--- src/rtl/dendy_bus.sv ---
// rtl/dendy_bus.sv - Dendy CPU bus decoder, joypad ports and OAM DMA engine
module dendy_bus #(
  parameter bit         PRG_16K   = 1'b0,
  parameter logic [7:0] OPEN_INIT = 8'hFF
) (
  input  logic        clock,
  input  logic        reset_n,
  input  logic        ce_in,
  output logic        cpu_ce,
  input  logic [15:0] cpu_A,
  input  logic [7:0]  cpu_D,
  input  logic        cpu_R,
  input  logic        cpu_W,
  output logic [7:0]  cpu_I,
  output logic [10:0] ram_a,
  output logic [7:0]  ram_d,
  output logic        ram_we,
  input  logic [7:0]  ram_q,
  output logic [2:0]  ppu_a,
  output logic [7:0]  ppu_d,
  output logic        ppu_we,
  output logic        ppu_rd,
  input  logic [7:0]  ppu_q,
  output logic [7:0]  oam_a,
  output logic [7:0]  oam_d,
  output logic        oam_we,
  output logic [14:0] prg_a,
  input  logic [7:0]  prg_q,
  input  logic [7:0]  joy1,
  input  logic [7:0]  joy2
);

  typedef enum logic [1:0] {
    S_IDLE,
    S_ALIGN,
    S_RD,
    S_WR
  } dma_state_t;

  dma_state_t  state;
  dma_state_t  state_next;
  logic        dma_busy;
  logic [7:0]  page;
  logic [7:0]  idx;
  logic [7:0]  dma_data;
  logic        parity;
  logic [7:0]  open_bus;
  logic        strobe;
  logic [7:0]  sh1;
  logic [7:0]  sh2;
  logic [15:0] bus_a;
  logic        sel_ram;
  logic        sel_ppu;
  logic        sel_prg;
  logic        sel_j1;
  logic        sel_j2;
  logic        sel_dma;
  logic        commit;
  logic        cpu_rd;
  logic        cpu_wr;

  // While the DMA engine owns the bus the CPU is frozen and its requests are dropped.
  assign dma_busy = (state != S_IDLE);
  assign cpu_ce   = ce_in & ~dma_busy;
  assign bus_a    = dma_busy ? {page, idx} : cpu_A;
  assign commit   = reset_n & ce_in & ~dma_busy;
  assign cpu_rd   = commit & cpu_R;
  assign cpu_wr   = commit & cpu_W;

  // Address decode of whichever master currently drives the bus.
  always_comb begin
    sel_ram = (bus_a[15:13] == 3'b000);
    sel_ppu = (bus_a[15:13] == 3'b001);
    sel_prg = bus_a[15];
    sel_j1  = (bus_a == 16'h4016);
    sel_j2  = (bus_a == 16'h4017);
    sel_dma = (bus_a == 16'h4014);
  end

  assign ram_a  = bus_a[10:0];
  assign ram_d  = cpu_D;
  assign ram_we = cpu_wr & sel_ram;
  assign ppu_a  = bus_a[2:0];
  assign ppu_d  = cpu_D;
  assign ppu_we = cpu_wr & sel_ppu;
  assign ppu_rd = cpu_rd & sel_ppu;
  assign prg_a  = PRG_16K ? {1'b0, bus_a[13:0]} : bus_a[14:0];
  assign oam_a  = idx;
  assign oam_d  = dma_data;
  assign oam_we = reset_n & ce_in & (state == S_WR);

  // Read data mux; registers with side effects are invisible to DMA and read as open bus.
  always_comb begin
    cpu_I = open_bus;
    if (sel_ram) begin
      cpu_I = ram_q;
    end else if (sel_prg) begin
      cpu_I = prg_q;
    end else if (sel_ppu && !dma_busy) begin
      cpu_I = ppu_q;
    end else if (sel_j1 && !dma_busy) begin
      cpu_I = {7'b0100000, sh1[0]};
    end else if (sel_j2 && !dma_busy) begin
      cpu_I = {7'b0100000, sh2[0]};
    end
  end

  // Open-bus latch remembers the last value the CPU actually read.
  always_ff @(posedge clock) begin
    if (!reset_n) begin
      open_bus <= OPEN_INIT;
    end else if (cpu_rd) begin
      open_bus <= cpu_I;
    end
  end

  // Joypad strobe and shift registers; ones shift in so reads past bit 8 return 1.
  always_ff @(posedge clock) begin
    if (!reset_n) begin
      strobe <= 1'b0;
      sh1    <= 8'h00;
      sh2    <= 8'h00;
    end else begin
      if (cpu_wr && sel_j1) begin
        strobe <= cpu_D[0];
      end
      if (strobe) begin
        sh1 <= joy1;
        sh2 <= joy2;
      end else begin
        if (cpu_rd && sel_j1) begin
          sh1 <= {1'b1, sh1[7:1]};
        end
        if (cpu_rd && sel_j2) begin
          sh2 <= {1'b1, sh2[7:1]};
        end
      end
    end
  end

  // DMA datapath: tick parity, source page, byte index and the byte in flight.
  always_ff @(posedge clock) begin
    if (!reset_n) begin
      parity   <= 1'b0;
      page     <= 8'h00;
      idx      <= 8'h00;
      dma_data <= 8'h00;
    end else begin
      if (ce_in) begin
        parity <= ~parity;
      end
      if (cpu_wr && sel_dma) begin
        page <= cpu_D;
        idx  <= 8'h00;
      end
      if (ce_in && (state == S_RD)) begin
        dma_data <= cpu_I;
      end
      if (ce_in && (state == S_WR)) begin
        idx <= idx + 8'd1;
      end
    end
  end

  // DMA state register.
  always_ff @(posedge clock) begin
    if (!reset_n) begin
      state <= S_IDLE;
    end else begin
      state <= state_next;
    end
  end

  // DMA next state: align to an odd tick, then 256 read/write pairs.
  always_comb begin
    state_next = state;
    case (state)
      S_IDLE:  if (cpu_wr && sel_dma) state_next = S_ALIGN;
      S_ALIGN: if (ce_in && parity) state_next = S_RD;
      S_RD:    if (ce_in) state_next = S_WR;
      S_WR:    if (ce_in) state_next = (idx == 8'hFF) ? S_IDLE : S_RD;
      default: state_next = S_IDLE;
    endcase
  end

endmodule

--- config.mk ---
export PLATFORM = sky130hd
export DESIGN_NAME = dendy_bus
export DESIGN_NICKNAME = d
export VERILOG_FILES = /design/src/rtl/dendy_bus.sv
export SDC_FILE = /design/constraint.sdc
export NUM_CORES = 1
export LEC_CHECK = 0
export BUFFER_PORTS_ARGS = -buffer_cell sky130_fd_sc_hd__buf_2
export CAP_MARGIN = 40
export CORE_ASPECT_RATIO = 0.5
export CORE_MARGIN = 2
export CORE_UTILIZATION = 30
export CTS_CLUSTER_DIAMETER = 150
export CTS_CLUSTER_SIZE = 16
export DETAILED_ROUTE_END_ITERATION = 16
export HOLD_SLACK_MARGIN = 0.02
export PLACE_DENSITY = 0.69
export SLEW_MARGIN = 0
export SYNTH_ARGS = -nofsm -noshare
export SYNTH_HDL_FRONTEND = slang
export SYNTH_SLANG_ARGS = --single-unit
export TNS_END_PERCENT = 5
--- constraint.sdc ---
create_clock -name clock -period 1.8 [get_ports clock]
set_input_delay 0.18 -clock clock [delete_from_list [all_inputs] [get_ports clock]]
set_output_delay 0.18 -clock clock [all_outputs]
set_load 0.02 [all_outputs]
Yosys cells after proc, flatten, opt, wreduce, memory -nomap -nowiden
Cells that the tools add are included.
{ "op_classes": {"n_addsub": 1, "eq_ne": 12, "muxes": 18, "n_bitwise": 11, "n_reduce_logical": 18} }
{ "ops": {"columns": ["operator", "count"], "rows": [
  ["$mux W8", 11],
  ["$eq A16 B15 Y1 const B", 3],
  ["$mux W16", 1],
  ["$logic_and A1 B1 Y1", 10],
  ["$mux W2", 5],
  ["$and A1 B1 Y1", 9],
  ["$add A8 B1 Y8 const B", 1],
  ["$eq A8 B8 Y1 const B", 1],
  ["$ne A2 B2 Y1 const B", 4],
  ["$pmux W2 S4", 1],
  ["$reduce_bool A2 Y1", 4],
  ["$eq A2 B2 Y1 const B", 2],
  ["$reduce_and A4 Y1", 1],
  ["$eq A3 B1 Y1 const B", 1],
  ["$logic_not A3 Y1", 1],
  ["$eq A2 B1 Y1 const B", 1],
  ["$logic_not A2 Y1", 1],
  ["$not A1 Y1", 2],
  ["$logic_not A1 Y1", 1]
]} }
{ "word_totals": {"regBits": 52, "in_bits": 69} }

Logic depth before layout (Yosys ltp)
{ "depth": {"depth_word": 9, "mapped_depth": 8} }

Least setup slack after synthesis
OpenSTA, ideal clock, no wires.
{ "synth_path": {"path_type": "register to output", "from": "register state[0]", "to": "output ppu_rd", "arrival_ns": 1.769, "required_ns": 1.620, "path_slack_ns": -0.149, "stages_incl_launch_ff": 6, "path_buffers": 1, "cell_sequence": "dfxtp_1 > nor2_1 > buf_4 > mux2_2 > or3b_1 > nor2_1"} }
{ "synth_lines": {"columns": ["element", "line", "source"], "rows": [
  ["from (decl)", "40", "dma_state_t state;"],
  ["from (signal assigned)", "170", "state <= state_next;"],
  ["$reduce_bool A2 Y1", "63", "assign dma_busy = (state != S_IDLE);"],
  ["$mux W16", "65", "assign bus_a = dma_busy ? {page, idx} : cpu_A;"],
  ["via prg_a[14]", "27", "output logic [14:0] prg_a,"],
  ["$eq A3 B1 Y1", "73", "sel_ppu = (bus_a[15:13] == 3'b001);"],
  ["$and A1 B1 Y1", "86", "assign ppu_rd = cpu_rd & sel_ppu;"],
  ["to (decl)", "22", "output logic ppu_rd,"]
]} }
The timed path passes the listed nets, and every way through them passes these cells.

Worst setup path after layout
{ "layout_path": {"from": "register state[0]", "to": "output cpu_I[0]"} }
{ "layout_between": {"elab_chain_cells": 9} }
{ "layout_rtl": {"columns": ["element", "line", "source"], "rows": [
  ["$reduce_bool A2 Y1 (*)", "63", null],
  ["$mux W16", "65", null],
  ["$eq A16 B15 Y1", "76", "sel_j2 = (bus_a == 16'h4017);"],
  ["$logic_and A1 B1 Y1", "103", "end else if (sel_j2 && !dma_busy) begin"],
  ["$mux W8", "103", null],
  ["$mux W8", "101", "end else if (sel_j1 && !dma_busy) begin"],
  ["$mux W8", "99", "end else if (sel_ppu && !dma_busy) begin"],
  ["$mux W8", "97", "end else if (sel_prg) begin"],
  ["$mux W8 (*)", "95", "if (sel_ram) begin"],
  ["to (decl)", "14", "output logic [7:0] cpu_I,"]
]} }
Mark *: on every way between the ends. The rest lies on a longest branch, timed or not.

==> run summary <==
The flow ran to the end, but the final reports show violations. The checks that failed: negative setup slack. The first detailed-routing pass took 4 iterations. The starting DRC count in detailed routing came out at 251. Summed over all layers, the global routing overflow is 0. The final worst slack came out at -0.444 ns.

The number of different library cells in the post-synthesis netlist was 55; the half-perimeter wire length of the detailed placement result was 7370 um. After detailed placement, the total cell area comes to 4310 um2. For the number of fill cells, the log shows 1,016.

The cell family contributing the most delay on the critical path is compound AO/OA/AOI/OAI gates. The synthesized area per cell was 8.57 um2; the signed area change from the synthesized netlist to the final layout was 44.0%. The portion of the post-synthesis area used by sequential elements is 0.322, and the reported max-cap violation count is 0. The via count of the first global-routing pass was 3,053. The slowest stage of the critical path belongs to the cell sky130_fd_sc_hd__a221oi_4.

In this run the horizontal extent of the chip is 151 um. Entering global routing, the biggest net connects 35 pins. The logs give 447 for the post-synth net total and 446 MHz for the highest clock rate. For this run, design rule violations remaining after detail routing come to 0.

The share of post-route cells with drive strength above 1 works out to 0.502. The start-to-end type of the worst setup path was reg -> out. For the global routing usage summed across all routing layers, the log shows 0.161. The class of the worst hold path was in -> reg. 143 I/O pins were placed. The cell area power density is 583 nW/um2, and the count of nets left with antenna violations after detail routing is 0. The logs give 377 for the synthesized instance count and 0.00211 uW for the cell leakage power.

The highest net fanout along the worst path came out at 9. The actual slew at the worst max-slew pin came out at 0.442 ns. The headroom to the max-slew limit is 0.705. The clock tree skew after final layout was 0.00599 ns; the CTS buffer count was 5. The repair_antennas step left the layout with diodes totalling 0.

The source-to-sink clock delay at the later pin of the worst-skew pair was 0.30 ns; the arrival time of the worst setup path was 2.06 ns. The detailed router placed 3,355 vias in this run. The run gives 52 as the number of sinks on the clock net. The logs give 605 for the count of nets after finishing and 0.312 for the initial core utilization.

STA puts the critical path data required time at 1.62 ns. Buffers inserted to repair hold after CTS numbered 0. The total of buffers placed on input and output ports is 142. TritonCTS built the clock tree.

The per-cell routed wire length was 14.2 um; the die height was 77.4 um. The finished cells cover 4650 um2. The run gives 0 as the number of pins with negative max-slew slack in the final report. Across the VDD grid, the largest voltage drop is 0.000326 V.

After synthesis the netlist holds a flip-flop and latch count of 52. The most frequently used flop master after synthesis is sky130_fd_sc_hd__dfxtp_1. Dividing the detail-routed via count by the number of cells gives 4.96.

The die area came out at 11,700 um2. Summing every instance area after synthesis gives 3230 um2. Together, buffers and inverters on the worst path number 2. The final critical path time including I/O delays and setup works out to 2.24 ns. For the total power, the log shows 2710 uW. Setup repair after global routing could not meet its margin everywhere. Share of async-settable or async-resettable flops after synthesis: 0. The total wirelength of the detailed-routed design is 9580 um. The most used cell along the critical path was sky130_fd_sc_hd__buf_6. In this run, synthesis inferred 0 flip-flops with an integrated enable.

Initial antenna violation count: 0. The first global-routing pass estimated 15,000 um of wire. The H-tree depth was 2; the global placement routability congestion was 0.822. Row count: 26. The kind of start point of the critical path was a register. Hold timing on the final database bottoms out at a slack of 0.125 ns. CTS placed an instance of sky130_fd_sc_hd__clkbuf_16 at the clock tree root.

The period utilization was 1.25; the largest stage delay on the critical path was 0.41 ns. Clock input transition at the sequential cells of the worst setup and hold paths: 0.08 ns. The number of endpoints failing setup at the final stage came out at 56. The tools report the number of warning messages in the yosys log as 0.

The critical path goes through buf_6, or2_2, nand4_1, a221oi_4, a41oi_1, o21ai_1, nand2_1, buf_6. The core region is 10,300 um2. The final number of hold-violating endpoints is 0. STA classifies the critical path endpoint as an output port. The clock passes through at most 2 buffers.
==> layout by cell type (no fill, tap or decap), drive strengths merged, types with 2 or more instances in the layout <==
master,instances
a21boi,3
o21ai,36
a2bb2oi,2
nor3,12
a22o,6
inv,9
nand2,22
buf,202
nor3b,3
a31oi,10
mux2,12
nor2,17
nand4,3
dfxtp,52
o21a,2
a21oi,35
o22ai,6
and2,6
and3,9
or3b,2
nor2b,11
a41oi,2
o311ai,6
o211ai,2
nand3,19
or2,2
clkbuf,5
mux2i,24
==> per-stage QoR <==
step	std cells	setup TNS, ns	setup slack [ns]	util
floorplan	377	-1.26	-0.0562	-
global placement	665	-6.81	-0.187	0.416
detailed placement	665	-8.37	-0.222	0.416
CTS	674	-9.40	-0.423	0.442
global route	676	-14.75	-0.551	0.450
finish	676	-8.90	-0.444	0.450
==> layout make-up <==
| class | instances | area (um2) | share of cell area |
|---|---|---|---|
| Clock buffer | 5 | 125 | 0.0269 |
| Timing Repair Buffer | 202 | 1290 | 0.277 |
| Tap cell | 140 | 175 | 0.0376 |
| Sequential cell | 52 | 1050 | 0.225 |
| Inverter | 8 | 30.0 | 0.00645 |
| Multi-Input combinational cell | 266 | 1960 | 0.421 |
| Clock inverter | 3 | 27.5 | 0.00592 |
==> cells in the mapped netlist (10+ instances only) <==
library cell / count / area, um2
sky130_fd_sc_hd__a21oi_1: 28 / 140
sky130_fd_sc_hd__a31oi_1: 10 / 62.6
sky130_fd_sc_hd__buf_4: 34 / 255
sky130_fd_sc_hd__clkbuf_1: 12 / 45.0
sky130_fd_sc_hd__dfxtp_1: 52 / 1040
sky130_fd_sc_hd__mux2_2: 12 / 135
sky130_fd_sc_hd__mux2i_1: 24 / 240
sky130_fd_sc_hd__nand2_1: 20 / 75.1
sky130_fd_sc_hd__nand3_1: 17 / 85.1
sky130_fd_sc_hd__nor2_1: 17 / 63.8
sky130_fd_sc_hd__nor2b_1: 11 / 68.8
sky130_fd_sc_hd__nor3_1: 11 / 55.1
sky130_fd_sc_hd__o21ai_0: 27 / 135
==> per-layer routing <==
| layer | track usage | share of wire | routed length (um) |
|---|---|---|---|
| met5 | 0 | 0 | 0 |
| met3 | 0.0282 | 0.042 | 403 |
| met1 | 0.214 | 0.47 | 4470 |
| met4 | 0.0439 | 0.014 | 138 |
| met2 | 0.268 | 0.48 | 4570 |
==> cells by family (layout without fill, tap and decap cells) <==
kind of cell,Yosys count,after routing,synth area share
compound gates,115,115,0.242
xor+xnor,1,1,0.00271
fa+ha+maj,1,1,0.00387
buf+inv,59,218,0.113
flops,52,52,0.322
mux,36,36,0.116
simple gates,113,113,0.200
==> path summary, 6_finish.rpt <==
| check | start | endpoint | slack [ns] | depth (start not counted) |
|---|---|---|---|---|
| worst min-delay path | joy2[7] | sh2[7] | 0.13 | 3 |
| worst max-delay path | state[0] | cpu_I[0] | -0.44 | 8 |
| worst max register to register | state[0] | sh1[5] | -0.30 | 9 |
| worst min register to register | open_bus[6] | open_bus[6] | 0.47 | 2 |
==> flip-flops by register name, indices dropped and copies added, names as in the netlist <==
signal and cells:
oam_a 8, oam_d 8, open_bus 8, page 8, sh1 8, sh2 8, state 2, parity 1
strobe 1
==> power by group <==
part | internal (uW) | total (uW) | leakage [uW] | switching, uW
clock | 529 | 1000 | 0.0000719 | 474
combinational | 242 | 547 | 0.00162 | 305
sequential | 1160 | 1160 | 0.000422 | 4.44
==> what timing repair did <==
item / in CTS / in global routing
pin swaps: 10 / 7
gates resized for setup: 25 / 16
buffers inserted: 1 / 2
setup endpoints to repair: 71 / 86
==> worst reg2reg max path, cell delays in order (launching register included) <==
cell	delay, ns
sky130_fd_sc_hd__dfxtp_2	0.34
sky130_fd_sc_hd__buf_6	0.13
sky130_fd_sc_hd__or2_2	0.17
sky130_fd_sc_hd__nand4_1	0.17
sky130_fd_sc_hd__a221oi_4	0.41
sky130_fd_sc_hd__buf_4	0.18
sky130_fd_sc_hd__and3_4	0.19
sky130_fd_sc_hd__buf_12	0.12
sky130_fd_sc_hd__mux2i_1	0.18
sky130_fd_sc_hd__a21oi_1	0.08
No activity file was read; power rests on OpenSTA's default activity.
